## src/rtl/interrupt_sequencer.sv

```systemverilog
// rtl/interrupt_sequencer.sv - 6502 reset/NMI/IRQ/BRK entry sequencer driving the PC vector load
module interrupt_sequencer #(
    parameter logic [15:0] NMI_VEC = 16'hFFFA,
    parameter logic [15:0] RST_VEC = 16'hFFFC,
    parameter logic [15:0] IRQ_VEC = 16'hFFFE
) (
    input  logic        sys_clock,
    input  logic        rst,
    input  logic        CLOCK_ph2,
    input  logic        sync,
    input  logic        nmi_n,
    input  logic        irq_n,
    input  logic        brk_req,
    input  logic        i_flag,
    input  logic [7:0]  pcl_in,
    input  logic [7:0]  pch_in,
    input  logic [7:0]  p_in,
    input  logic [7:0]  sp_in,
    input  logic [7:0]  data_in,
    output logic [15:0] addr,
    output logic [7:0]  data_out,
    output logic        rw,
    output logic        sp_dec,
    output logic [7:0]  ADLout,
    output logic [7:0]  ADHout,
    output logic        ADLin_en,
    output logic        ADHin_en,
    output logic        set_i,
    output logic        busy
);

    typedef enum logic [2:0] {
        IDLE, PUSH_H, PUSH_L, PUSH_P, VEC_LO, VEC_HI, LOAD
    } state_t;

    typedef enum logic [1:0] {
        K_RST, K_NMI, K_BRK, K_IRQ
    } kind_t;

    state_t      state, state_nx;
    kind_t       kind, kind_nx;
    logic        rst_pend;
    logic        nmi_pend;
    logic        nmi_prev;
    logic [15:0] vec_addr;
    logic [7:0]  vec_lo;
    logic [7:0]  vec_hi;
    logic        nmi_fall;
    logic        start_req;
    logic        take_nmi;
    logic [15:0] vec_sel;
    logic [7:0]  push_byte;

    assign nmi_fall  = nmi_prev & ~nmi_n;
    assign start_req = sync & (nmi_pend | brk_req | (~irq_n & ~i_flag));

    // A pending NMI hijacks the vector of any non-reset sequence at VEC_LO entry.
    assign take_nmi = (state == PUSH_P) && (kind != K_RST) && nmi_pend;
    assign vec_sel  = (kind == K_RST) ? RST_VEC : (nmi_pend ? NMI_VEC : IRQ_VEC);

    always_comb begin
        state_nx = state;
        kind_nx  = kind;
        case (state)
            IDLE: begin
                if (rst_pend) begin
                    state_nx = PUSH_H;
                    kind_nx  = K_RST;
                end else if (start_req) begin
                    state_nx = PUSH_H;
                    if (nmi_pend)
                        kind_nx = K_NMI;
                    else if (brk_req)
                        kind_nx = K_BRK;
                    else
                        kind_nx = K_IRQ;
                end
            end
            PUSH_H:  state_nx = PUSH_L;
            PUSH_L:  state_nx = PUSH_P;
            PUSH_P:  state_nx = VEC_LO;
            VEC_LO:  state_nx = VEC_HI;
            VEC_HI:  state_nx = LOAD;
            LOAD:    state_nx = IDLE;
            default: state_nx = IDLE;
        endcase
    end

    always_ff @(posedge sys_clock) begin
        if (!rst) begin
            state    <= IDLE;
            kind     <= K_RST;
            rst_pend <= 1'b1;
            nmi_pend <= 1'b0;
            nmi_prev <= 1'b1;
            vec_addr <= 16'h0000;
            vec_lo   <= 8'h00;
            vec_hi   <= 8'h00;
        end else begin
            nmi_prev <= nmi_n;
            if (CLOCK_ph2) begin
                state <= state_nx;
                kind  <= kind_nx;
                if (state == PUSH_P)
                    vec_addr <= vec_sel;
                if (state == VEC_LO)
                    vec_lo <= data_in;
                if (state == VEC_HI)
                    vec_hi <= data_in;
                if (state == LOAD)
                    rst_pend <= 1'b0;
            end
            // A fresh falling edge outranks the clear so a back-to-back NMI is not lost.
            if (nmi_fall)
                nmi_pend <= 1'b1;
            else if (CLOCK_ph2 && take_nmi)
                nmi_pend <= 1'b0;
        end
    end

    always_comb begin
        push_byte = 8'h00;
        case (state)
            PUSH_H:  push_byte = pch_in;
            PUSH_L:  push_byte = pcl_in;
            PUSH_P:  push_byte = {p_in[7:6], 1'b1, (kind == K_BRK), p_in[3:0]};
            default: push_byte = 8'h00;
        endcase
    end

    always_comb begin
        addr     = 16'h0000;
        data_out = 8'h00;
        rw       = 1'b1;
        sp_dec   = 1'b0;
        ADLout   = 8'h00;
        ADHout   = 8'h00;
        ADLin_en = 1'b0;
        ADHin_en = 1'b0;
        set_i    = 1'b0;
        busy     = 1'b1;
        if (rst) begin
            busy = (state != IDLE) || rst_pend;
            case (state)
                PUSH_H, PUSH_L, PUSH_P: begin
                    addr   = {8'h01, sp_in};
                    sp_dec = 1'b1;
                    // Reset entry walks the stack with dummy reads instead of writes.
                    if (kind != K_RST) begin
                        rw       = 1'b0;
                        data_out = push_byte;
                    end
                end
                VEC_LO: addr = vec_addr;
                VEC_HI: addr = vec_addr + 16'd1;
                LOAD: begin
                    ADLout   = vec_lo;
                    ADHout   = vec_hi;
                    ADLin_en = 1'b1;
                    ADHin_en = 1'b1;
                    set_i    = 1'b1;
                end
                default: ;
            endcase
        end
    end

endmodule

```

## config.mk

```make
export PLATFORM = sky130hd
export DESIGN_NAME = interrupt_sequencer
export DESIGN_NICKNAME = d
export VERILOG_FILES = /design/src/rtl/interrupt_sequencer.sv
export SDC_FILE = /design/constraint.sdc
export NUM_CORES = 1
export LEC_CHECK = 0
export ABC_AREA = 1
export CAP_MARGIN = 20
export CORE_AREA = 3 3 73 75
export CTS_CLUSTER_SIZE = 12
export DETAILED_ROUTE_END_ITERATION = 7
export DIE_AREA = 0 0 76 78
export GPL_TIMING_DRIVEN = 1
export PLACE_DENSITY = 0.71
export SYNTH_ARGS = -nofsm -noshare
export SYNTH_HDL_FRONTEND = slang
export SYNTH_SLANG_ARGS = --single-unit
```

## constraint.sdc

```tcl
create_clock -name sys_clock -period 1.5 [get_ports sys_clock]
set_input_delay 0.3 -clock sys_clock [delete_from_list [all_inputs] [get_ports sys_clock]]
set_output_delay 0.3 -clock sys_clock [all_outputs]
set_load 0.01 [all_outputs]
```

# Word-level counts from Yosys, hierarchy flattened
# Cells that the tools add are included.
[word_totals]
register_bits = 40
inputBits = 48
output_inout_bits = 46
[classes]
n_addsub = 1
n_eq_ne = 8
n_mux = 29
bitwise = 8
reduce_logical = 17
[ops]
columns = ["operator", "count"]
rows = [
  ["8-bit two-way mux", 7],
  ["16-bit one-hot mux with 3 select lines", 1],
  ["8-bit one-hot mux with 3 select lines", 1],
  ["3-bit one-hot mux with 6 select lines", 1],
  ["16-bit by 1-bit adder with 16-bit output, second input constant", 1],
  ["16-bit two-way mux", 1],
  ["3-bit two-way mux", 4],
  ["1-bit two-way mux", 11],
  ["2-bit AND reduction", 5],
  ["3-bit == test, second input constant", 3],
  ["3-bit by 2-bit == test with 1-bit output, second input constant", 2],
  ["2-bit two-way mux", 3],
  ["2-bit nonzero test", 3],
  ["1-bit bitwise AND", 3],
  ["3-bit by 1-bit == test with 1-bit output, second input constant", 1],
  ["1-bit logical AND", 3],
  ["3-bit zero test", 1],
  ["3-bit inequality test, second input constant", 1],
  ["1-bit inverter", 3],
  ["3-bit AND reduction", 1],
  ["3-bit nonzero test", 1],
  ["3-bit OR reduction", 1],
  ["2-bit == test, second input constant", 1],
  ["2-bit zero test", 1],
  ["2 further kinds", 3],
]

# Logic depth before layout (Yosys ltp)
# Gate-level depths: netlist of run 1.
[logic_depth]
word_depth = 7
depth_mapped = 10

# Least setup slack after synthesis of run 1
# No wires, ideal clock.
[synth_timing]
path_type = "register to output"
startpoint = "register state[0]"
endpoint = "output addr[10]"
arrival_time_ns = 1.386
path_slack_ns = -0.186
stages_incl_launch_ff = 8
n_path_buf = 2
path_cell_list = "dfxtp_1 > buf_6 > nor2_1 > nand2_1 > nand2_2 > nand2_1 > nor2_1 > buf_4"
[synth_via]
elab_chain_len = 4
elab_cells_between_ends = 8
cone_classes = "5 x eq/ne; 2 x mux; 1 x reduce/logical"
[synth_rtl]
columns = ["element", "line_no", "rtl"]
rows = [
  ["from (decl)", "40", "state_t state, state_nx;"],
  ["from (signal assigned)", "102", "state <= state_nx;"],
  ["3-bit by 2-bit == test with 1-bit output / 3-bit by 1-bit == test with 1-bit output (equally long branches)", "144", "case (state)"],
  ["3-bit OR reduction", "144", ""],
  ["16-bit one-hot mux with 3 select lines (*)", "144", ""],
  ["16-bit two-way mux (*)", "142", "if (rst) begin"],
  ["to (decl)", "20", "output logic [15:0] addr,"],
]
# Every way passes the cells marked *; elsewhere a longest branch is shown, timed or not.

# Final worst setup path of run 1
[layout_timing]
startpoint = "register state[2]"
endpoint = "output ADHout[0]"
[layout_via]
elab_chain_len = 3
[layout_rtl]
columns = ["element", "line_no", "rtl"]
rows = [
  ["3-bit == test", "144", ""],
  ["8-bit two-way mux", "144", ""],
  ["8-bit two-way mux", "142", ""],
  ["to (decl)", "25", "output logic [7:0] ADHout,"],
]
# Every way passes these cells.

==> impl_metrics.json, run 1 <==
{
  "initialDrtViolationCount": 138,
  "cp_cell_sequence": "inv_6 > nor3_4 > nand2_2 > buf_6 > buf_12 > nor2_4 > buf_6",
  "synth_area_um2": 1590,
  "seq_area_frac_synth": 0.339,
  "synth_seq_cells": 27,
  "synthCells": 256,
  "syn_avg_cell_area_um2": 6.23,
  "num_vias": 2095,
  "crit_top_cell": "buf_6",
  "setup_slack_ps": -336,
  "start_kind": "register",
  "gp_congestion": 0.781,
  "io_pins": 94,
  "core-area_um2": 4720,
  "cpPeakStageDelay_ps": 420,
  "ant_nets": 0,
  "cts_htree_levels": 1,
  "dr.pass1.iters": 4,
  "netlist.area_leader.share": 0.339,
  "yosysMostFrequentCell": "nand2_1",
  "antenna_found_initial": 0,
  "final_layout_size_suffix_gt1_frac": 0.444,
  "die_width_um": 76,
  "synth_top_area_cell": "dfxtp_1",
  "rows": 25,
  "slew_viol_final": 0,
  "crit_buf_inv": 4,
  "synthDistinctLibCells": 27,
  "drc": 0,
  "drv_cap": 0,
  "numCtsBuffers": 3,
  "grt_max_degree": 19,
  "ys_warn_count": 0,
  "dp_slack_ps": -708,
  "critPathKind": "register to output port",
  "fin_crit_ps": 1840,
  "slew_headroom": 0.839,
  "clockBufferDepth": 2,
  "post-route-util": 0.686,
  "grt_pass1_wl_um": 9340,
  "wl_per_cell_um": 14.2,
  "max_freq_mhz": 545,
  "p_leak_nw": 1.51,
  "fillers": 367,
  "syn_nets": 304,
  "arrival_ps": 1540,
  "place_inst": 429,
  "rsz0062_at_grt": "yes",
  "hp-class": "register to register",
  "tightest_slew_ps": 240,
  "p_total_mw": 1.78,
  "crit_fanout": 8,
  "ys_top_cells_by_count": "51 x nand2_1, 50 x inv_1, 28 x nor2_1",
  "violations": "setup timing",
  "status": "finished with violations",
  "skew_ps": 1.14,
  "grt_pass1_vias": 2004,
  "cp_slowest_cell": "dfxtp_4",
  "cp-end-kind": "output port",
  "die_h_um": 78,
  "fin_crit_sh": 1.22,
  "cpLargestDelayFamily": "buffers and inverters",
  "ys_top_cells_by_area": "dfxtp_1 34%, nand2_1 12%, inv_1 12%",
  "ys.flop_type": "dfxtp_1",
  "hold_slack_ps": 447,
  "p_per_area_nw_per_um2": 551,
  "worstPathRequired_ps": 1200,
  "synth_async_sr_flop_share": 0,
  "synth-edff-count": 0,
  "via_per_inst": 4.68,
  "port_buffers": 91,
  "grt_usage": 0.192,
  "syn2layout_area_growth_pct": 103,
  "initial_core_util": 0.337,
  "finalNetCount": 430,
  "fin_cells": 448,
  "hold_viol": 0,
  "wirelength_um": 6350,
  "cts_tree": "built",
  "clk_pin_slew_ps": 100,
  "cts_root_buf": "clkbuf_8",
  "cts-hold-fix-buffers": 0,
  "clk_latency_ps": 280,
  "die_area_um2": 5930,
  "n_antenna_cell": 0,
  "grt.overflow.total": 0,
  "setup_viol": 46,
  "clkSinkCount": 27,
  "max-vdd-ir-drop_v": 0.000490,
  "dp.final_hpwl_um": 3960
}
[state kept, by name, summed over array words and instances (netlist names)]
register and count:
state 3, vec_addr 3, kind 2, nmi_prev 1
rst_pend 1, vec_lo 8, vec_hi 8, nmi_pend 1
[stage by stage]
stage / area (µm²) / setup TNS [ps]
6_report: 3240 / -12200
3_5_place_dp: 2740 / -28040
2_1_floorplan: 1600 / -207
4_1_cts: 2900 / -11080
5_1_grt: 3240 / -15260
3_3_place_gp: 2740 / -26970
[report_power, final]
part           internal, mW  leakage, nW  switching (mW)
sequential            0.735        0.221          0.0217
combinational         0.305         1.27           0.262
clock                 0.196       0.0261           0.264
total                  1.24         1.51           0.547
[worst reg2reg max path, delay by kind of cell (launching register included)]
kind,cells,cell delay (ps)
simple gates,5,530
flops,1,410
compound gates,1,50
buf+inv,3,340
[final cells by class]
| class | instances | area (µm²) | share of cell area |
|---|---|---|---|
| Inverter | 53 | 216 | 0.0668 |
| Clock inverter | 1 | 8.76 | 0.00270 |
| Tap cell | 67 | 83.8 | 0.0259 |
| Sequential cell | 27 | 552 | 0.170 |
| Multi-Input combinational cell | 160 | 1070 | 0.331 |
| Timing Repair Buffer | 137 | 1260 | 0.391 |
| Clock buffer | 3 | 41.3 | 0.0128 |
[cell families after synthesis]
family / count (synthesis) / synth area share
and+or+nand+nor: 105 / 0.283
buffers and inverters: 69 / 0.190
AOI/OAI and AO/OA: 55 / 0.188
DFF: 27 / 0.339
[what timing repair did]
| item | in CTS | in global routing |
|---|---|---|
| hold endpoints to repair | 0 | 0 |
| cloned | 1 | 0 |
| gates resized for setup | 252 | 89 |
| setup buffers | 13 | 6 |
| pin swaps | 10 | 20 |
| setup endpoints to repair | 46 | 51 |
[final timing paths]
| path | startpoint | end | slack, ps | depth (start not counted) |
|---|---|---|---|---|
| setup reg to reg | state[1] | nmi_pend | 60 | 9 |
| hold reg to reg | nmi_prev | nmi_pend | 450 | 2 |
| hold / removal | nmi_prev | nmi_pend | 450 | 2 |
| setup / recovery | state[2] | ADHout[0] | -340 | 7 |
[cells in the final DEF, fill, tap and decap left out, types with 2 or more instances in the layout]
cell type | netlist | routed
nor3_4 | 0 | 2
dfxtp_4 | 0 | 3
inv_6 | 0 | 3
buf_4 | 8 | 29
nand3_2 | 0 | 4
a21oi_2 | 0 | 2
o21ai_1 | 1 | 4
nand2_2 | 3 | 8
a22oi_2 | 0 | 6
nor2_1 | 28 | 10
clkdlybuf4s50_1 | 0 | 44
buf_12 | 0 | 2
nor2_4 | 1 | 21
nand4_1 | 2 | 2
o21ai_0 | 22 | 17
nand3_1 | 12 | 6
inv_4 | 0 | 3
dfxtp_1 | 27 | 24
inv_1 | 50 | 41
o21ai_2 | 0 | 2
buf_2 | 5 | 20
nand3_4 | 0 | 2
or2_2 | 2 | 2
a21oi_1 | 23 | 21
nand2_4 | 0 | 7
inv_2 | 2 | 6
buf_6 | 1 | 41
clkbuf_8 | 0 | 3
nand2_1 | 51 | 39
[layer usage]
layer,up-vias,track usage,share of wire
li1,1040,-,-
met1,988,0.215,0.38
met2,54,0.363,0.55
met3,13,0.0429,0.047
met4,0,0.0580,0.021
met5,-,0,0
Note: power is estimated with default switching activity, not from simulation.
==> inputs of run 2 (changes only) <==
- CORE_AREA: 3 3 73 75 -> 3 3 67 69
- DIE_AREA: 0 0 76 78 -> 0 0 70 72
- GPL_TIMING_DRIVEN: 1 -> 0
- PLACE_DENSITY: 0.71 -> 0.8
- clock period: 1.5 -> 2.4 ns (I/O delays scaled with it)
==> run 2 against run 1 <==
Against the previous run: the flow now finishes without violations; sequential power down 38%; sequential share of layout area increased by 3.0 points; hold slack got worse by 3.0 ps; global-route usage shrank 0.30 points; power is 45% lower; clock power fell by 44%; register-to-register slack better by 840 ps; final cell count is 9.4% lower; cell area is 16% lower; setup slack better by 370 ps; critical path depth increased by 1; count of clock-buffer cells in the layout is 1 higher; critical path type unchanged; critical endpoint is now data_out[6].
==> impl_metrics.json, run 2 (synthesized netlist as in run 1, its figures left out) <==
{
  "cts_tree": "built",
  "antenna_found_initial": 0,
  "dr.pass1.iters": 4,
  "grt_pass1_wl_um": 8090,
  "final_cell_mix": "53 x clkdlybuf4s50_1, 48 x nand2_1, 48 x inv_1, 26 x nor2_1, 25 x dfxtp_1",
  "rsz0062_at_grt": "yes",
  "clkSinkCount": 27,
  "grt.overflow.total": 0,
  "status": "finished clean",
  "tightest_slew_ps": 499,
  "initialDrtViolationCount": 49,
  "drv_cap": 0,
  "numCtsBuffers": 3,
  "ant_nets": 0,
  "comb_power_share": 0.254,
  "worstPathRequired_ps": 1920,
  "setup_slack_ps": 33.9,
  "port_buffers": 90,
  "post-route-util": 0.688,
  "drc": 0,
  "syn2layout_area_growth_pct": 71.5,
  "power_frac_clock": 0.264,
  "cpLargestDelayFamily": "buffers and inverters",
  "intPower_mw": 0.707,
  "critPathKind": "register to output port",
  "die_h_um": 72,
  "p_leak_nw": 1.61,
  "via_per_inst": 4.72,
  "grt_usage": 0.189,
  "cp-end-kind": "output port",
  "rows": 23,
  "die_width_um": 70,
  "cpPeakStageDelay_ps": 540,
  "fin_crit_sh": 0.986,
  "slew_viol_final": 0,
  "clk_latency_ps": 270,
  "p_seq_frac": 0.482,
  "grt_pass1_vias": 1827,
  "switchingPower_mw": 0.267,
  "die_area_um2": 5040,
  "wl_per_cell_um": 12.2,
  "cp_slowest_cell": "clkdlybuf4s50_1",
  "initial_core_util": 0.401,
  "crit_top_cell": "nor2_4",
  "num_vias": 1917,
  "crit_fanout": 8,
  "wirelength_um": 4940,
  "cp_cell_sequence": "buf_6 > nor2_4 > nor2_4 > nand2_4 > nor2_4 > nand2_1 > inv_1 > clkdlybuf4s50_1",
  "layout_commonest_cell": "clkdlybuf4s50_1",
  "fin_cells": 406,
  "dp_slack_ps": -68.3,
  "crit_buf_inv": 3,
  "p_sw_frac": 0.274,
  "p_total_mw": 0.974,
  "grt_max_degree": 15,
  "max-vdd-ir-drop_v": 0.000295,
  "clk_pin_slew_ps": 90,
  "clockBufferDepth": 2,
  "arrival_ps": 1890,
  "hold_viol": 0,
  "hp-class": "register to register",
  "io_pins": 94,
  "place_inst": 396,
  "final_layout_size_suffix_gt1_frac": 0.129,
  "finalNetCount": 405,
  "cts_htree_levels": 1,
  "setup_viol": 0,
  "skew_ps": 5.17,
  "n_antenna_cell": 0,
  "gp_congestion": 0.825,
  "slew_headroom": 0.666,
  "cts-hold-fix-buffers": 0,
  "cts_root_buf": "clkbuf_8",
  "p_per_area_nw_per_um2": 356,
  "top_regs": "vec_hi (8), vec_lo (8)",
  "start_kind": "register",
  "fin_crit_ps": 2370,
  "core-area_um2": 3970,
  "dp.final_hpwl_um": 3810,
  "max_freq_mhz": 423
}
==> run 2: final timing paths <==
kind,slack (ps),startpoint,cells past startpoint,endpoint
hold reg to reg,440,nmi_prev,2,nmi_pend
setup / recovery,30,state[0],8,data_out[6]
hold / removal,440,nmi_prev,2,nmi_pend
setup reg to reg,900,state[0],8,nmi_pend
==> run 2: routing by layer <==
metal	track usage	routed length [µm]	vias up
met5	0	0	-
met4	0.0362	21	0
met3	0.0388	273	2
met2	0.369	2610	50
met1	0.213	2030	873
li1	-	-	992
==> run 2: worst min-delay path: stages (launching register included) <==
cell	delay, ps
dfxtp_1	300
inv_1	50
o21ai_1	60
==> run 2: cell type report <==
cell class,count,area (µm²)
repair buffers,95,963
well taps,50,62.6
multi-input cells,161,810
flip-flops and latches,27,548
clock buffers,4,45.0
plain buffers,16,106
inverters,53,199
fillers,361,1240
==> run 2: through the flow <==
stage	hold WS, ps	cell area, µm²	setup TNS (ps)
6_report	444	2730	0
5_1_grt	460	2730	-145
4_1_cts	445	2660	-65.5
3_5_place_dp	432	2560	-380
3_3_place_gp	427	2560	-392
2_1_floorplan	415	1590	0
==> run 2: power groups by stage <==
stage / sequential, mW / clock (mW) / combinational (mW)
CTS: 0.469 / 0.258 / 0.244
floorplan: 0.477 / 0 / 0.113
finish: 0.469 / 0.258 / 0.248
global route: 0.471 / 0.277 / 0.274
detailed placement: 0.479 / 0 / 0.236
global placement: 0.478 / 0 / 0.231
==> run 2: repair_timing <==
item,CTS,global route
setup endpoints to repair,37,23
cloned,1,0
pin swaps,5,2
gates resized for setup,34,24
buffers inserted,3,2
==> inputs of run 3 (changes only) <==
- CORE_AREA: 3 3 67 69 -> 3 3 58 60
- DIE_AREA: 0 0 70 72 -> 0 0 61 63
- DONT_BUFFER_PORTS: default -> 1
- PLACE_DENSITY: 0.8 -> 0.65
==> run 3 against run 2 <==
Against the previous run: hold slack worse by 180 ps; global-route usage up 0.60 points; clock skew up 2.4 ps; largest cell class is now multi-input gates.
==> impl_metrics.json, run 3 (synthesized netlist as in run 1, its figures left out) <==
{
  "rows": 20,
  "crit_fanout": 10,
  "r2r_slack_ps": 970,
  "initialDrtViolationCount": 61,
  "grt_pass1_wl_um": 5890,
  "final_layout_size_suffix_gt1_frac": 0.131,
  "max_freq_mhz": 455,
  "ant_nets": 0,
  "crit_start": "state[1]",
  "core-area_um2": 2980,
  "status": "finished clean",
  "layout_commonest_cell": "nand2_1",
  "dr.pass1.iters": 4,
  "wirelength_um": 3600,
  "wl_per_cell_um": 12.3,
  "slew_headroom": 0.684,
  "placed_cell_area_um2": 1640,
  "via_per_inst": 5.15,
  "rr_startpoint": "state[1]",
  "die_width_um": 61,
  "r2r_end": "nmi_pend",
  "dp.final_hpwl_um": 2810,
  "postCtsSetupRepairBufs": 0,
  "skew_ps": 7.60,
  "initial_core_util": 0.535,
  "setup_tns_ps": 0,
  "drv_cap": 0,
  "rsz0062_at_grt": "no",
  "max-vdd-ir-drop_v": 0.000277,
  "worstPathRequired_ps": 1920,
  "gp_congestion": 0.796,
  "final_cell_mix": "51 x nand2_1, 49 x inv_1, 26 x nor2_1, 26 x dfxtp_1, 23 x a21oi_1",
  "clk_pin_slew_ps": 150,
  "grt.overflow.total": 0,
  "die_h_um": 63,
  "worstRegToRegCells": 6,
  "p_per_area_nw_per_um2": 479,
  "arrival_ps": 1720,
  "p_leak_nw": 0.811,
  "grt_max_degree": 16,
  "cts_root_buf": "clkbuf_4",
  "setup_viol": 0,
  "numCtsBuffers": 3,
  "regArea_um2": 542,
  "antenna_found_initial": 0,
  "final_area_um2": 1680,
  "critPathKind": "register to output port",
  "multiInputGateArea_um2": 766,
  "clockBufferDepth": 2,
  "n_antenna_cell": 0,
  "cts_htree_levels": 1,
  "fin_cells": 293,
  "grt_pass1_vias": 1383,
  "endpoint": "ADHout[5]",
  "cp-end-kind": "output port",
  "clk_latency_ps": 320,
  "top_regs": "vec_hi (8), vec_lo (8)",
  "place_inst": 289,
  "slew_viol_final": 0,
  "fin_crit_sh": 0.916,
  "tightest_slew_ps": 474,
  "port_buffers": 0,
  "finalNetCount": 309,
  "num_vias": 1510,
  "syn2layout_area_growth_pct": 5.34,
  "io_pins": 94,
  "clkSinkCount": 27,
  "hp-class": "primary input to register",
  "fillers": 319,
  "start_kind": "register",
  "post-route-util": 0.564,
  "drc": 0,
  "die_area_um2": 3840,
  "cts_tree": "built",
  "grt_usage": 0.195,
  "fin_crit_ps": 2200,
  "hold_viol": 0
}
==> run 3: cell count changes in the layout (fill, tap and decap cells not counted), moves of 3 or more <==
cell	delta
clkdlybuf4s50_1	-53
dlymetal6s2s_1	-19
dlygate4sd2_1	-16
buf_4	-7
nor2_4	-4
clkbuf_4	+3
clkbuf_8	-3
nand2_1	+3
nor2_2	+3
==> run 3: worst max-delay path: stages (launching register included) <==
cell,delay [ps]
dfxtp_1,480
inv_2,100
nor3_1,140
nand2_1,210
buf_2,250
nor2_1,210
==> run 3: power breakdown <==
| group | total (mW) | internal [mW] | switching [mW] |
|---|---|---|---|
| clock network | 0.198 | 0.0624 | 0.136 |
| registers | 0.469 | 0.461 | 0.00860 |
| logic | 0.137 | 0.0446 | 0.0926 |
==> run 3: how the worst min path moves through the flow <==
stage             start       end  cells past startpoint
6_report          nmi_n  nmi_prev                      1
5_1_grt           nmi_n  nmi_prev                      1
4_1_cts           nmi_n  nmi_prev                      1
3_5_place_dp   nmi_prev  nmi_pend                      2
3_3_place_gp   nmi_prev  nmi_pend                      2
2_1_floorplan  nmi_prev  nmi_pend                      2
==> run 3: per-stage QoR <==
stage / hold WS (ps) / total power [mW] / setup WS [ps]
6_report: 268 / 0.805 / 201
5_1_grt: 248 / 0.858 / 12.5
4_1_cts: 258 / 0.809 / 113
3_5_place_dp: 430 / 0.613 / 301
3_3_place_gp: 432 / 0.613 / 324
2_1_floorplan: 415 / 0.590 / 533
==> run 3: per-layer routing <==
metal,track usage,routed length [µm],share of wire,vias to the layer above
li1,-,-,-,795
met1,0.245,1650,0.46,663
met2,0.334,1720,0.48,50
met3,0.0331,218,0.061,2
met4,0.0542,16,0.0044,0
met5,0,0,0,-
==> run 3: repair_timing <==
action | CTS | global route
gates cloned | 0 | 0
resized for setup | 1 | 5
setup endpoints to repair | 6 | 24
hold buffers | 0 | 0
==> run 3: layout make-up <==
cell class / count / share of cell area
tap: 33 / 0.0246
clock buffer: 3 / 0.0134
sequential: 27 / 0.323
multi-input combinational: 160 / 0.456
clock inverter: 1 / 0.00298
buffer: 16 / 0.0618
inverter: 53 / 0.118
